`src/rtl/uart_token_parser.sv`:
```
// uart_token_parser: turns console bytes into up to MAX_TOKENS unsigned
// integers per line, holding each line until line_ack.
// Ports: clk, rst (sync, active high), rx_data/rx_valid byte strobe in;
// line_valid/line_ack hold handshake; line_error, err_code, token_count,
// tokens line contents; overrun pulses for each byte dropped in hold.
// Option: define UART_TOKEN_PARSER_HEX_EN to accept 0x/0X hex tokens.
module uart_token_parser #(
    parameter int MAX_TOKENS  = 4,
    parameter int VALUE_WIDTH = 16
) (
    input  logic                              clk,
    input  logic                              rst,
    input  logic [7:0]                        rx_data,
    input  logic                              rx_valid,
    output logic                              line_valid,
    input  logic                              line_ack,
    output logic                              line_error,
    output logic [1:0]                        err_code,
    output logic [$clog2(MAX_TOKENS+1)-1:0]   token_count,
    output logic [MAX_TOKENS*VALUE_WIDTH-1:0] tokens,
    output logic                              overrun
);
    localparam int CW = $clog2(MAX_TOKENS + 1);
    localparam int AW = VALUE_WIDTH + 4;
    localparam int TW = MAX_TOKENS * VALUE_WIDTH;

    localparam logic [1:0] E_OVF = 2'b01;
    localparam logic [1:0] E_CNT = 2'b10;
    localparam logic [1:0] E_ILL = 2'b11;

    typedef enum logic [2:0] {
        S_GAP,
        S_DEC,
`ifdef UART_TOKEN_PARSER_HEX_EN
        S_PFX,
        S_HEX,
`endif
        S_DISCARD,
        S_HOLD
    } state_t;

    state_t state_q, state_d, st;

    logic [VALUE_WIDTH-1:0] acc_q, acc_d;
    logic [CW-1:0]          cnt_q, cnt_d;
    logic [TW-1:0]          tok_q, tok_d;
    logic                   err_q, err_d;
    logic [1:0]             code_q, code_d;
    logic                   ovr_q, ovr_d;

    logic          is_dig, is_sep, is_term;
    logic          close, fail;
    logic [1:0]    fail_code;
    logic [AW-1:0] dec_ext;
    logic          dec_ovf;

    assign is_dig  = (rx_data >= 8'h30) && (rx_data <= 8'h39);
    assign is_sep  = (rx_data == 8'h20) || (rx_data == 8'h09);
    assign is_term = (rx_data == 8'h0A) || (rx_data == 8'h0D);

    // Wide enough that acc*10+9 never wraps; any bit above
    // VALUE_WIDTH means the token no longer fits.
    assign dec_ext = AW'(acc_q) * AW'(10) + AW'(rx_data[3:0]);
    assign dec_ovf = |dec_ext[AW-1:VALUE_WIDTH];

`ifdef UART_TOKEN_PARSER_HEX_EN
    logic          hexd_q, hexd_d;
    logic          is_x, is_alpha;
    logic [3:0]    nib;
    logic [AW-1:0] hex_ext;
    logic          hex_ovf;

    assign is_x     = (rx_data == 8'h78) || (rx_data == 8'h58);
    assign is_alpha = ((rx_data >= 8'h61) && (rx_data <= 8'h66))
                   || ((rx_data >= 8'h41) && (rx_data <= 8'h46));
    // Low nibble of 'a'/'A' is 1, so +9 maps the letters to 10..15.
    assign nib      = is_alpha ? rx_data[3:0] + 4'd9 : rx_data[3:0];
    assign hex_ext  = {acc_q, nib};
    assign hex_ovf  = |acc_q[VALUE_WIDTH-1 -: 4];
`endif

    always_comb begin
        state_d   = state_q;
        st        = state_q;
        acc_d     = acc_q;
        cnt_d     = cnt_q;
        tok_d     = tok_q;
        err_d     = err_q;
        code_d    = code_q;
        ovr_d     = 1'b0;
        close     = 1'b0;
        fail      = 1'b0;
        fail_code = 2'b00;
`ifdef UART_TOKEN_PARSER_HEX_EN
        hexd_d    = hexd_q;
`endif

        // An ack releases the held line in the same cycle, so a byte
        // arriving alongside it starts the next line from a clean GAP.
        if (state_q == S_HOLD && line_ack) begin
            st      = S_GAP;
            state_d = S_GAP;
            acc_d   = '0;
            cnt_d   = '0;
            tok_d   = '0;
            err_d   = 1'b0;
            code_d  = 2'b00;
        end

        if (rx_valid) begin
            unique case (st)
                S_GAP: begin
                    if (is_dig) begin
                        acc_d = VALUE_WIDTH'(rx_data[3:0]);
`ifdef UART_TOKEN_PARSER_HEX_EN
                        state_d = (rx_data == 8'h30) ? S_PFX : S_DEC;
`else
                        state_d = S_DEC;
`endif
                    end else if (is_term) begin
                        // Empty lines (including the \n of \r\n) vanish.
                        if (cnt_d != '0) state_d = S_HOLD;
                    end else if (!is_sep) begin
                        fail      = 1'b1;
                        fail_code = E_ILL;
                    end
                end
                S_DEC: begin
                    if (is_dig) begin
                        if (dec_ovf) begin
                            fail      = 1'b1;
                            fail_code = E_OVF;
                        end else begin
                            acc_d = dec_ext[VALUE_WIDTH-1:0];
                        end
                    end else if (is_sep || is_term) begin
                        close = 1'b1;
                    end else begin
                        fail      = 1'b1;
                        fail_code = E_ILL;
                    end
                end
`ifdef UART_TOKEN_PARSER_HEX_EN
                S_PFX: begin
                    if (is_x) begin
                        state_d = S_HEX;
                        hexd_d  = 1'b0;
                    end else if (is_dig) begin
                        state_d = S_DEC;
                        acc_d   = VALUE_WIDTH'(rx_data[3:0]);
                    end else if (is_sep || is_term) begin
                        close = 1'b1;
                    end else begin
                        fail      = 1'b1;
                        fail_code = E_ILL;
                    end
                end
                S_HEX: begin
                    if (is_dig || is_alpha) begin
                        hexd_d = 1'b1;
                        if (hex_ovf) begin
                            fail      = 1'b1;
                            fail_code = E_OVF;
                        end else begin
                            acc_d = hex_ext[VALUE_WIDTH-1:0];
                        end
                    end else if ((is_sep || is_term) && hexd_q) begin
                        close = 1'b1;
                    end else begin
                        // Bare "0x" with no digits lands here too.
                        fail      = 1'b1;
                        fail_code = E_ILL;
                    end
                end
`endif
                S_DISCARD: begin
                    if (is_term) state_d = S_HOLD;
                end
                S_HOLD: begin
                    ovr_d = 1'b1;
                end
                default: begin
                    state_d = S_GAP;
                end
            endcase
        end

        if (close) begin
            acc_d = '0;
            if (cnt_q == CW'(MAX_TOKENS)) begin
                fail      = 1'b1;
                fail_code = E_CNT;
            end else begin
                tok_d[int'(cnt_q)*VALUE_WIDTH +: VALUE_WIDTH] = acc_q;
                cnt_d   = cnt_q + CW'(1);
                state_d = S_GAP;
            end
        end

        if (fail) begin
            state_d = S_DISCARD;
            err_d   = 1'b1;
            code_d  = fail_code;
            acc_d   = '0;
        end

        // The terminator that closes a token (or triggers an error)
        // also ends the line; there is no later terminator to wait for.
        if ((close || fail) && is_term) state_d = S_HOLD;
    end

    always_ff @(posedge clk) begin
        if (rst) begin
            state_q <= S_GAP;
            acc_q   <= '0;
            cnt_q   <= '0;
            tok_q   <= '0;
            err_q   <= 1'b0;
            code_q  <= 2'b00;
            ovr_q   <= 1'b0;
`ifdef UART_TOKEN_PARSER_HEX_EN
            hexd_q  <= 1'b0;
`endif
        end else begin
            state_q <= state_d;
            acc_q   <= acc_d;
            cnt_q   <= cnt_d;
            tok_q   <= tok_d;
            err_q   <= err_d;
            code_q  <= code_d;
            ovr_q   <= ovr_d;
`ifdef UART_TOKEN_PARSER_HEX_EN
            hexd_q  <= hexd_d;
`endif
        end
    end

    assign line_valid  = (state_q == S_HOLD);
    assign line_error  = err_q;
    assign err_code    = code_q;
    assign token_count = cnt_q;
    assign tokens      = tok_q;
    assign overrun     = ovr_q;

endmodule

```
`config.mk`:
```
export PLATFORM = sky130hd
export DESIGN_NAME = uart_token_parser
export DESIGN_NICKNAME = d
export VERILOG_FILES = /design/src/rtl/uart_token_parser.sv
export SDC_FILE = /design/constraint.sdc
export NUM_CORES = 1
export LEC_CHECK = 0
export CAP_MARGIN = 20
export CORE_UTILIZATION = 49
export DETAILED_ROUTE_END_ITERATION = 10
export PLACE_DENSITY_LB_ADDON = 0.15
export SLEW_MARGIN = 10
export SYNTH_ARGS = -nofsm -noshare
export SYNTH_HDL_FRONTEND = slang
export SYNTH_SLANG_ARGS = --single-unit
```
`constraint.sdc`:
```
create_clock -name clk -period 10.9 [get_ports clk]
set_input_delay 1.09 -clock clk [delete_from_list [all_inputs] [get_ports clk]]
set_output_delay 1.09 -clock clk [all_outputs]
set_load 0.02 [all_outputs]
```
==> results.sh, run 1 <==
export IMPL_status="completed"
export IMPL_grt_pass1_wl_mm=25.2
export IMPL_synth_most_common_cell="nand2_1"
export IMPL_ys_ff_latch=90
export IMPL_hold_viol=0
export IMPL_place_ws_ns=6.35
export IMPL_synth_enable_flop_cells=0
export IMPL_track_usage=0.271
export IMPL_clk_latency_ns=0.34
export IMPL_crit_type="flop to flop"
export IMPL_clk_pin_slew_ns=0.06
export IMPL_overflow=0
export IMPL_tritoncts="yes"
export IMPL_drt_initial_drc_count=455
export IMPL_wl_per_cell_um=17.3
export IMPL_worstMarginPinSlew_ns=1.05
export IMPL_numCtsBuffers=9
export IMPL_tns_ns=0
export IMPL_fin_util=0.608
export IMPL_maxCapViolCount=0
export IMPL_synthesis_nets=752
export IMPL_hp_class="flop to flop"
export IMPL_die_h_um=109
export IMPL_stdcell_count=899
export IMPL_hpwl_mm=11.1
export IMPL_fin_ws_ns=6.47
export IMPL_cts_hold_buf=0
export IMPL_leakagePower_nw=2.36
export IMPL_core_um2=11000
export IMPL_cts_root_buffer="clkbuf_16"
export IMPL_insertedDiodeCount=0
export IMPL_fin_skew_ns=0.00314
export IMPL_nFillCells=990
export IMPL_drive_gt1_frac=0.0580
export IMPL_ir_worst_vdd_uv=91.6
export IMPL_start_kind="flop"
export IMPL_io_buffers=83
export IMPL_syn_inst=703
export IMPL_synthToLayoutAreaGrowth_pct=19.7
export IMPL_placed_area_um2=6420
export IMPL_final_max_slew_viol_count=0
export IMPL_stdcell_area_um2=6680
export IMPL_initial_core_util=0.508
export IMPL_ioPinCount=84
export IMPL_yosys_area_top_type_share=0.323
export IMPL_rows=38
export IMPL_cts_resized_gates=0
export IMPL_synth_area_leaders="dfxtp_1, a21oi_1, ha_1, nand3_1, nand2_1"
export IMPL_required_ns=11.15
export IMPL_drc=0
export IMPL_synthArstFlopShare=0
export IMPL_avgSynthCellArea_um2=7.93
export IMPL_ys_types=71
export IMPL_setup_viol=0
export IMPL_globalplace_congestion=0.934
export IMPL_die_x_um=109
export IMPL_power_density_nw_per_um2=96.6
export IMPL_ys_top_cells_by_count="nand2_1, a21oi_1, dfxtp_1"
export IMPL_nets=805
export IMPL_period_needed_ns=4.43
export IMPL_vias_per_cell=6.16
export IMPL_relSlewSlack=0.297
export IMPL_grt_max_degree=86
export IMPL_post_cts_buffers=0
export IMPL_yosysSeqAreaShare=0.323
export IMPL_wl_mm=15.5
export IMPL_clock_sinks=90
export IMPL_synth_largest_area_cell="dfxtp_1"
export IMPL_syn_cell_area_um2=5580
export IMPL_antenna_found_initial=0
export IMPL_crit_fanout=15
export IMPL_ys_flop_type="dfxtp_1"
export IMPL_drt_first_pass_iters=5
export IMPL_clock_path_buffers=2
export IMPL_rsz0062_at_grt="no"
export IMPL_yosys_warnings=0
export IMPL_crit_arrival_ns=4.69
export IMPL_finalCritPeriodShare=0.407
export IMPL_max_clock_freq_ghz=0.226
export IMPL_htree_num_levels=3
export IMPL_num_vias=5535
export IMPL_crit_path_end_kind="flop"
export IMPL_fp_dieArea_um2=11800
export IMPL_place_inst=885
export IMPL_grt_pass1_vias=5058
export IMPL_postRouteAntennaNets=0
layout by cell type (no fill, tap or decap), types with 4 or more instances in the layout:
cell type        netlist  routed
nand2_1              109     109
a21oi_1               92      92
dfxtp_1               90      90
nand3_1               86      85
clkdlybuf4s50_1        0      82
ha_1                  35      35
nor2_1                33      33
o21ai_0               19      19
nand4_1               10      10
inv_1                  9       9
nor3_1                 9       9
xnor2_1                9       9
clkbuf_16              0       9
and2_1                 7       7
and3_1                 7       7
a31oi_1                7       7
xor2_1                 7       7
o21a_1                 6       6
o211ai_1               6       6
a211oi_1               6       6
nor2b_1                5       5
nand4b_1               5       5
nand2b_1               5       5
a211o_1                5       5
a211oi_2               5       5
a21o_1                 5       5
or3_1                  4       4
and4b_1                4       4
o21ai_2                4       4
o221ai_1               4       4
clkbuf_1              35       4
path summary, 6_finish.rpt:
| kind | from | to | slack (ns) | cells past startpoint |
|---|---|---|---|---|
| hold reg to reg | tokens[37] | tokens[37] | 0.46 | 2 |
| setup reg to reg | acc_q[1] | acc_q[14] | 6.47 | 12 |
| hold / removal | tokens[37] | tokens[37] | 0.46 | 2 |
| setup / recovery | acc_q[1] | acc_q[14] | 6.47 | 12 |
layout make-up:
| cell class | count | area, µm² | share of cell area |
|---|---|---|---|
| Multi-Input combinational cell | 561 | 3570 | 0.535 |
| Sequential cell | 90 | 1800 | 0.270 |
| Timing Repair Buffer | 85 | 841 | 0.126 |
| Clock buffer | 14 | 254 | 0.0380 |
| Tap cell | 140 | 175 | 0.0262 |
| Inverter | 9 | 33.8 | 0.00506 |
worst max-delay path, stage by stage, from the launching register on:
cell,delay (ns)
dfxtp_1,0.59
ha_1,0.31
ha_1,0.24
fa_1,0.45
a211oi_4,0.41
o21ai_2,0.17
a2111oi_0,0.40
nor4b_1,0.16
a211oi_2,0.29
nand4_4,0.16
a211oi_4,0.49
o21ai_2,0.32
nor4_2,0.33
state kept, by name, indices dropped and copies added (netlist names):
signal	flops
line_error	1
state_q	3
overrun	1
err_code	2
tokens	64
token_count	3
acc_q	16
through the flow:
step | power, mW | hold WS (ns)
2_1_floorplan | 0.364 | 0.502
3_3_place_gp | 0.376 | 0.449
3_5_place_dp | 0.376 | 0.459
4_1_cts | 0.647 | 0.467
5_1_grt | 0.666 | 0.483
6_report | 0.645 | 0.463
routing by layer:
| metal | vias to the layer above | GRT usage | part of all wire |
|---|---|---|---|
| met5 | - | 0 | 0 |
| met2 | 227 | 0.437 | 0.47 |
| met1 | 2586 | 0.366 | 0.45 |
| li1 | 2692 | - | - |
| met3 | 30 | 0.0448 | 0.068 |
| met4 | 0 | 0.0946 | 0.020 |
where the power goes:
group / internal, mW / total [mW] / leakage (nW) / switching [mW]
combinational: 0.0136 / 0.0372 / 1.51 / 0.0236
sequential: 0.331 / 0.333 / 0.726 / 0.00224
clock: 0.158 / 0.275 / 0.123 / 0.117
logic make-up (layout without fill, tap and decap cells):
kind of cell | after synthesis | after routing | synth area share
AOI/OAI and AO/OA | 198 | 198 | 0.246
DFF | 90 | 90 | 0.323
adders and majority gates | 37 | 37 | 0.0857
muxes | 3 | 3 | 0.00583
and+or+nand+nor | 307 | 307 | 0.277
buffers and inverters | 52 | 108 | 0.0377
xor gates and xnor gates | 16 | 16 | 0.0251
Note: power is estimated with default switching activity, not from simulation.
==> run 2: changes to the inputs <==
==> constraint.sdc (replaced) <==
create_clock -name clk -period 4.5 [get_ports clk]
set_input_delay 0.45 -clock clk [delete_from_list [all_inputs] [get_ports clk]]
set_output_delay 0.45 -clock clk [all_outputs]
set_load 0.02 [all_outputs]
==> results.sh, run 2 (synthesized netlist as in run 1, its figures left out) <==
export IMPL_status="completed"
export IMPL_drc=0
export IMPL_hold_ws_ns=0.465
export IMPL_clock_sinks=90
export IMPL_leakagePower_nw=2.45
export IMPL_die_h_um=109
export IMPL_post_cts_buffers=0
export IMPL_globalplace_congestion=0.950
export IMPL_worstMarginPinSlew_ns=0.855
export IMPL_required_ns=4.73
export IMPL_crit_path_end="acc_q[1]"
export IMPL_hold_viol=0
export IMPL_power_total_mw=1.66
export IMPL_rsz0062_at_grt="no"
export IMPL_r2r_cells=12
export IMPL_wl_per_cell_um=17.5
export IMPL_drt_first_pass_iters=6
export IMPL_grt_max_degree=74
export IMPL_cts_root_buffer="clkbuf_16"
export IMPL_p_int_mw=1.29
export IMPL_fin_util=0.619
export IMPL_power_density_nw_per_um2=244
export IMPL_clk_pin_slew_ns=0.06
export IMPL_ir_worst_vdd_uv=222
export IMPL_drive_gt1_frac=0.0778
export IMPL_grt_pass1_wl_mm=25.8
export IMPL_initial_core_util=0.508
export IMPL_mostFrequentLayoutCell="nand2_1"
export IMPL_max_clock_freq_ghz=0.234
export IMPL_fp_dieArea_um2=11800
export IMPL_start_kind="flop"
export IMPL_fin_ws_ns=0.223
export IMPL_clkPwrFrac=0.460
export IMPL_mostFrequentLayoutCells="nand2_1, a21oi_1, dfxtp_1"
export IMPL_clock_path_buffers=2
export IMPL_die_x_um=109
export IMPL_power_switching_uw=369
export IMPL_crit_type="flop to flop"
export IMPL_io_buffers=83
export IMPL_nets=815
export IMPL_largest_register_ffs=64
export IMPL_rr_startpoint="acc_q[3]"
export IMPL_seq_power_share=0.485
export IMPL_cts_hold_buf=0
export IMPL_swShare=0.222
export IMPL_wl_mm=15.9
export IMPL_final_max_slew_viol_count=0
export IMPL_numCtsBuffers=9
export IMPL_clk_latency_ns=0.34
export IMPL_maxCapViolCount=0
export IMPL_ioPinCount=84
export IMPL_grt_pass1_vias=5130
export IMPL_r2r_end="acc_q[1]"
export IMPL_postRouteAntennaNets=0
export IMPL_relSlewSlack=0.427
export IMPL_num_vias=5654
export IMPL_antenna_found_initial=0
export IMPL_track_usage=0.278
export IMPL_cts_resized_gates=0
export IMPL_tns_ns=0
export IMPL_tritoncts="yes"
export IMPL_insertedDiodeCount=0
export IMPL_overflow=0
export IMPL_finalCritPeriodShare=0.950
export IMPL_cp_startpoint="acc_q[3]"
export IMPL_comb_power_share=0.055
export IMPL_period_needed_ns=4.28
export IMPL_hpwl_mm=11.6
export IMPL_drt_initial_drc_count=404
export IMPL_crit_arrival_ns=4.51
export IMPL_vias_per_cell=6.21
export IMPL_crit_path_end_kind="flop"
export IMPL_htree_num_levels=3
export IMPL_rrSetupSlack_ns=0.22
export IMPL_hp_class="flop to flop"
export IMPL_crit_fanout=15
export IMPL_setup_viol=0
export IMPL_fin_skew_ns=0.00565
export IMPL_place_ws_ns=0.306
export IMPL_synthToLayoutAreaGrowth_pct=22.0
export IMPL_rows=38
export IMPL_core_um2=11000
[run 2: cell types whose count changed in the layout (fill, tap and decap cells not counted)]
cell        previous run  this run
clkinvlp_4             0         1
buf_4                  2        12
clkbuf_1               4         0
clkinv_2               0         3
bufinv_16              0         1
clkbuf_8               1         2
[run 2: final cells by class]
type	count	area, µm²
clock buffers	11	253
clock inverters	5	52.6
fillers	1000	4180
inverters	9	33.8
multi-input cells	561	3570
flip-flops and latches	90	1800
well taps	140	175
repair buffers	95	916
[run 2: per-stage QoR]
| step | instances | instance area [µm²] |
|---|---|---|
| 2_1_floorplan | 703 | 5580 |
| 3_3_place_gp | 895 | 6500 |
| 3_5_place_dp | 895 | 6500 |
| 4_1_cts | 911 | 6800 |
| 5_1_grt | 911 | 6800 |
| 6_report | 911 | 6800 |
[run 2: critical path, stage by stage (launching register included)]
cell and delay, ns:
dfxtp_1 0.50, ha_1 0.30, ha_1 0.24, fa_1 0.45, a211oi_4 0.40, o21ai_2 0.16, a2111oi_0 0.45, nor4b_1 0.15
or2_2 0.34, o31ai_4 0.10, a211oi_4 0.12, o21ai_2 0.67, and4b_1 0.28
[run 2: power groups by stage]
stage / combinational, mW / sequential [mW] / clock, mW
floorplan: 0.0567 / 0.824 / 0
global placement: 0.0875 / 0.824 / 0
detailed placement: 0.0893 / 0.824 / 0
CTS: 0.0895 / 0.806 / 0.763
global route: 0.0984 / 0.806 / 0.799
finish: 0.0911 / 0.806 / 0.763
[run 2: worst min path at each step]
stage | from | end | slack [ns] | cells after the start
after floorplan | acc_q[4] | tokens[20] | 0.50 | 2
after detailed placement | tokens[16] | tokens[16] | 0.46 | 2
after CTS | tokens[16] | tokens[16] | 0.47 | 2
after global routing | tokens[27] | tokens[27] | 0.49 | 2
after global placement | line_error | line_error | 0.45 | 2
final | line_error | line_error | 0.46 | 2
[run 2: layer usage]
layer	GRT usage	vias to the layer above	part of all wire
li1	-	2709	-
met1	0.377	2678	0.46
met2	0.450	237	0.46
met3	0.0424	30	0.060
met4	0.0946	0	0.018
met5	0	-	0
==> run 3: changes to the inputs <==
--- a/config.mk
+++ b/config.mk
@@ -6,8 +6,11 @@
 export NUM_CORES = 1
 export LEC_CHECK = 0
 export CAP_MARGIN = 20
+export CORE_ASPECT_RATIO = 1.4
+export CORE_MARGIN = 3
 export CORE_UTILIZATION = 49
 export DETAILED_ROUTE_END_ITERATION = 10
+export MAX_ROUTING_LAYER = met4
 export PLACE_DENSITY_LB_ADDON = 0.15
 export SLEW_MARGIN = 10
 export SYNTH_ARGS = -nofsm -noshare
==> results.sh, run 3 (synthesized netlist as in run 1, its figures left out) <==
export IMPL_die_x_um=96.2
export IMPL_insertedDiodeCount=0
export IMPL_crit_type="flop to flop"
export IMPL_path_delay_family="compound AO/OA/AOI/OAI gates"
export IMPL_status="completed"
export IMPL_postRouteAntennaNets=0
export IMPL_synthToLayoutAreaGrowth_pct=22.1
export IMPL_post_cts_buffers=0
export IMPL_worstMarginPinSlew_ns=0.873
export IMPL_ioPinCount=84
export IMPL_rrSetupSlack_ns=0.27
export IMPL_leakagePower_nw=2.44
export IMPL_relSlewSlack=0.418
export IMPL_r2r_cells=12
export IMPL_num_vias=5679
export IMPL_period_needed_ns=4.23
export IMPL_drt_first_pass_iters=5
export IMPL_max_clock_freq_ghz=0.237
export IMPL_largest_register_ffs=64
export IMPL_nets=815
export IMPL_min_from="line_error"
export IMPL_cts_hold_buf=0
export IMPL_initial_core_util=0.508
export IMPL_whs_path_depth=2
export IMPL_drc=0
export IMPL_hp_class="flop to flop"
export IMPL_hold_viol=0
export IMPL_cp_buffers_inverters=0
export IMPL_required_ns=4.73
export IMPL_swShare=0.216
export IMPL_cpPeakStageDelay_ns=0.65
export IMPL_ir_worst_vdd_uv=178
export IMPL_fin_skew_ns=0.00704
export IMPL_rows=45
export IMPL_start_kind="flop"
export IMPL_comb_power_share=0.054
export IMPL_maxCapViolCount=0
export IMPL_wl_mm=16.5
export IMPL_clk_latency_ns=0.34
export IMPL_clock_sinks=90
export IMPL_globalplace_congestion=0.931
export IMPL_cts_root_buffer="clkbuf_16"
export IMPL_grt_pass1_vias=5388
export IMPL_seq_power_share=0.481
export IMPL_htree_num_levels=3
export IMPL_mostFrequentLayoutCell="nand2_1"
export IMPL_numCtsBuffers=9
export IMPL_crit_chain="ha_1 -> ha_1 -> fa_1 -> a211oi_4 -> o21ai_2 -> and3_1 -> o21ai_1 -> nand3_1 -> o31ai_4 -> a211oi_4 -> o21ai_2 -> and4b_1"
export IMPL_antenna_found_initial=0
export IMPL_tns_ns=0
export IMPL_critPathSlowestCell="o21ai_2"
export IMPL_tritoncts="yes"
export IMPL_hpwl_mm=12.2
export IMPL_fin_util=0.620
export IMPL_fin_ws_ns=0.272
export IMPL_power_density_nw_per_um2=246
export IMPL_die_h_um=132
export IMPL_crit_arrival_ns=4.45
export IMPL_clkPwrFrac=0.466
export IMPL_final_max_slew_viol_count=0
export IMPL_grt_max_degree=85
export IMPL_r2r_end="acc_q[1]"
export IMPL_place_ws_ns=0.302
export IMPL_cts_resized_gates=0
export IMPL_mostFrequentLayoutCells="nand2_1, a21oi_1, dfxtp_1"
export IMPL_setup_viol=0
export IMPL_cp_num_cells=12
export IMPL_p_int_mw=1.32
export IMPL_crit_fanout=15
export IMPL_drt_initial_drc_count=456
export IMPL_overflow=0
export IMPL_io_buffers=83
export IMPL_clock_path_buffers=2
export IMPL_clk_pin_slew_ns=0.06
export IMPL_wl_per_cell_um=18.1
export IMPL_rsz0062_at_grt="no"
export IMPL_rr_startpoint="acc_q[3]"
export IMPL_stdcell_count=911
export IMPL_track_usage=0.267
export IMPL_finalCritPeriodShare=0.939
export IMPL_power_switching_uw=362
export IMPL_place_inst=896
export IMPL_core_um2=11000
export IMPL_vias_per_cell=6.23
export IMPL_crit_path_end_kind="flop"
export IMPL_crit_path_end="acc_q[1]"
export IMPL_cp_startpoint="acc_q[3]"
export IMPL_fp_dieArea_um2=12700
export IMPL_drive_gt1_frac=0.0753
export IMPL_grt_pass1_wl_mm=26.7
[run 3: cell types whose count changed in the layout (fill, tap and decap cells not counted)]
cell / before / now
clkbuf_1: 0 / 1
clkbuf_8: 2 / 0
bufinv_16: 1 / 2
clkinvlp_4: 1 / 2
clkinv_2: 3 / 1
[run 3: layout make-up]
class	instances	area, µm²
tap	141	176
fill	1008	4170
multi-input combinational	561	3570
inverter	9	33.8
sequential	90	1800
clock inverter	5	80.1
clock buffer	10	229
timing repair buffer	95	916
[run 3: how the worst min path moves through the flow]
stage | end | slack, ns
CTS | line_error | 0.46
floorplan | tokens[20] | 0.50
detailed placement | line_error | 0.46
global route | line_error | 0.49
global placement | line_error | 0.45
finish | line_error | 0.46
[run 3: per-layer routing]
layer	share of wire	track usage	vias to the layer above
li1	-	-	2710
met1	0.41	0.328	2720
met2	0.51	0.441	213
met3	0.050	0.0360	36
met4	0.027	0.0957	0
met5	0	-	-
[run 3: power by group through the flow]
stage               clock (mW)  combinational [mW]  sequential [mW]
global route             0.817              0.0989            0.807
floorplan                    0              0.0567            0.824
global placement             0              0.0869            0.824
CTS                      0.788              0.0887            0.806
detailed placement           0              0.0883            0.824
finish                   0.781              0.0900            0.806
[run 3: worst min-delay path: cells and delay by family, from the launching register on]
| kind | cells | cell delay (ns) |
|---|---|---|
| AO/OA/AOI/OAI | 1 | 0.05 |
| flip-flops | 1 | 0.31 |
| AND/OR/NAND/NOR | 1 | 0.05 |
[run 3: through the flow]
| stage | total power [mW] | hold slack, ns | cell area, µm² |
|---|---|---|---|
| 2_1_floorplan | 0.881 | 0.502 | 5580 |
| 3_3_place_gp | 0.911 | 0.446 | 6500 |
| 3_5_place_dp | 0.912 | 0.456 | 6500 |
| 4_1_cts | 1.68 | 0.464 | 6810 |
| 5_1_grt | 1.72 | 0.486 | 6810 |
| 6_report | 1.68 | 0.460 | 6810 |
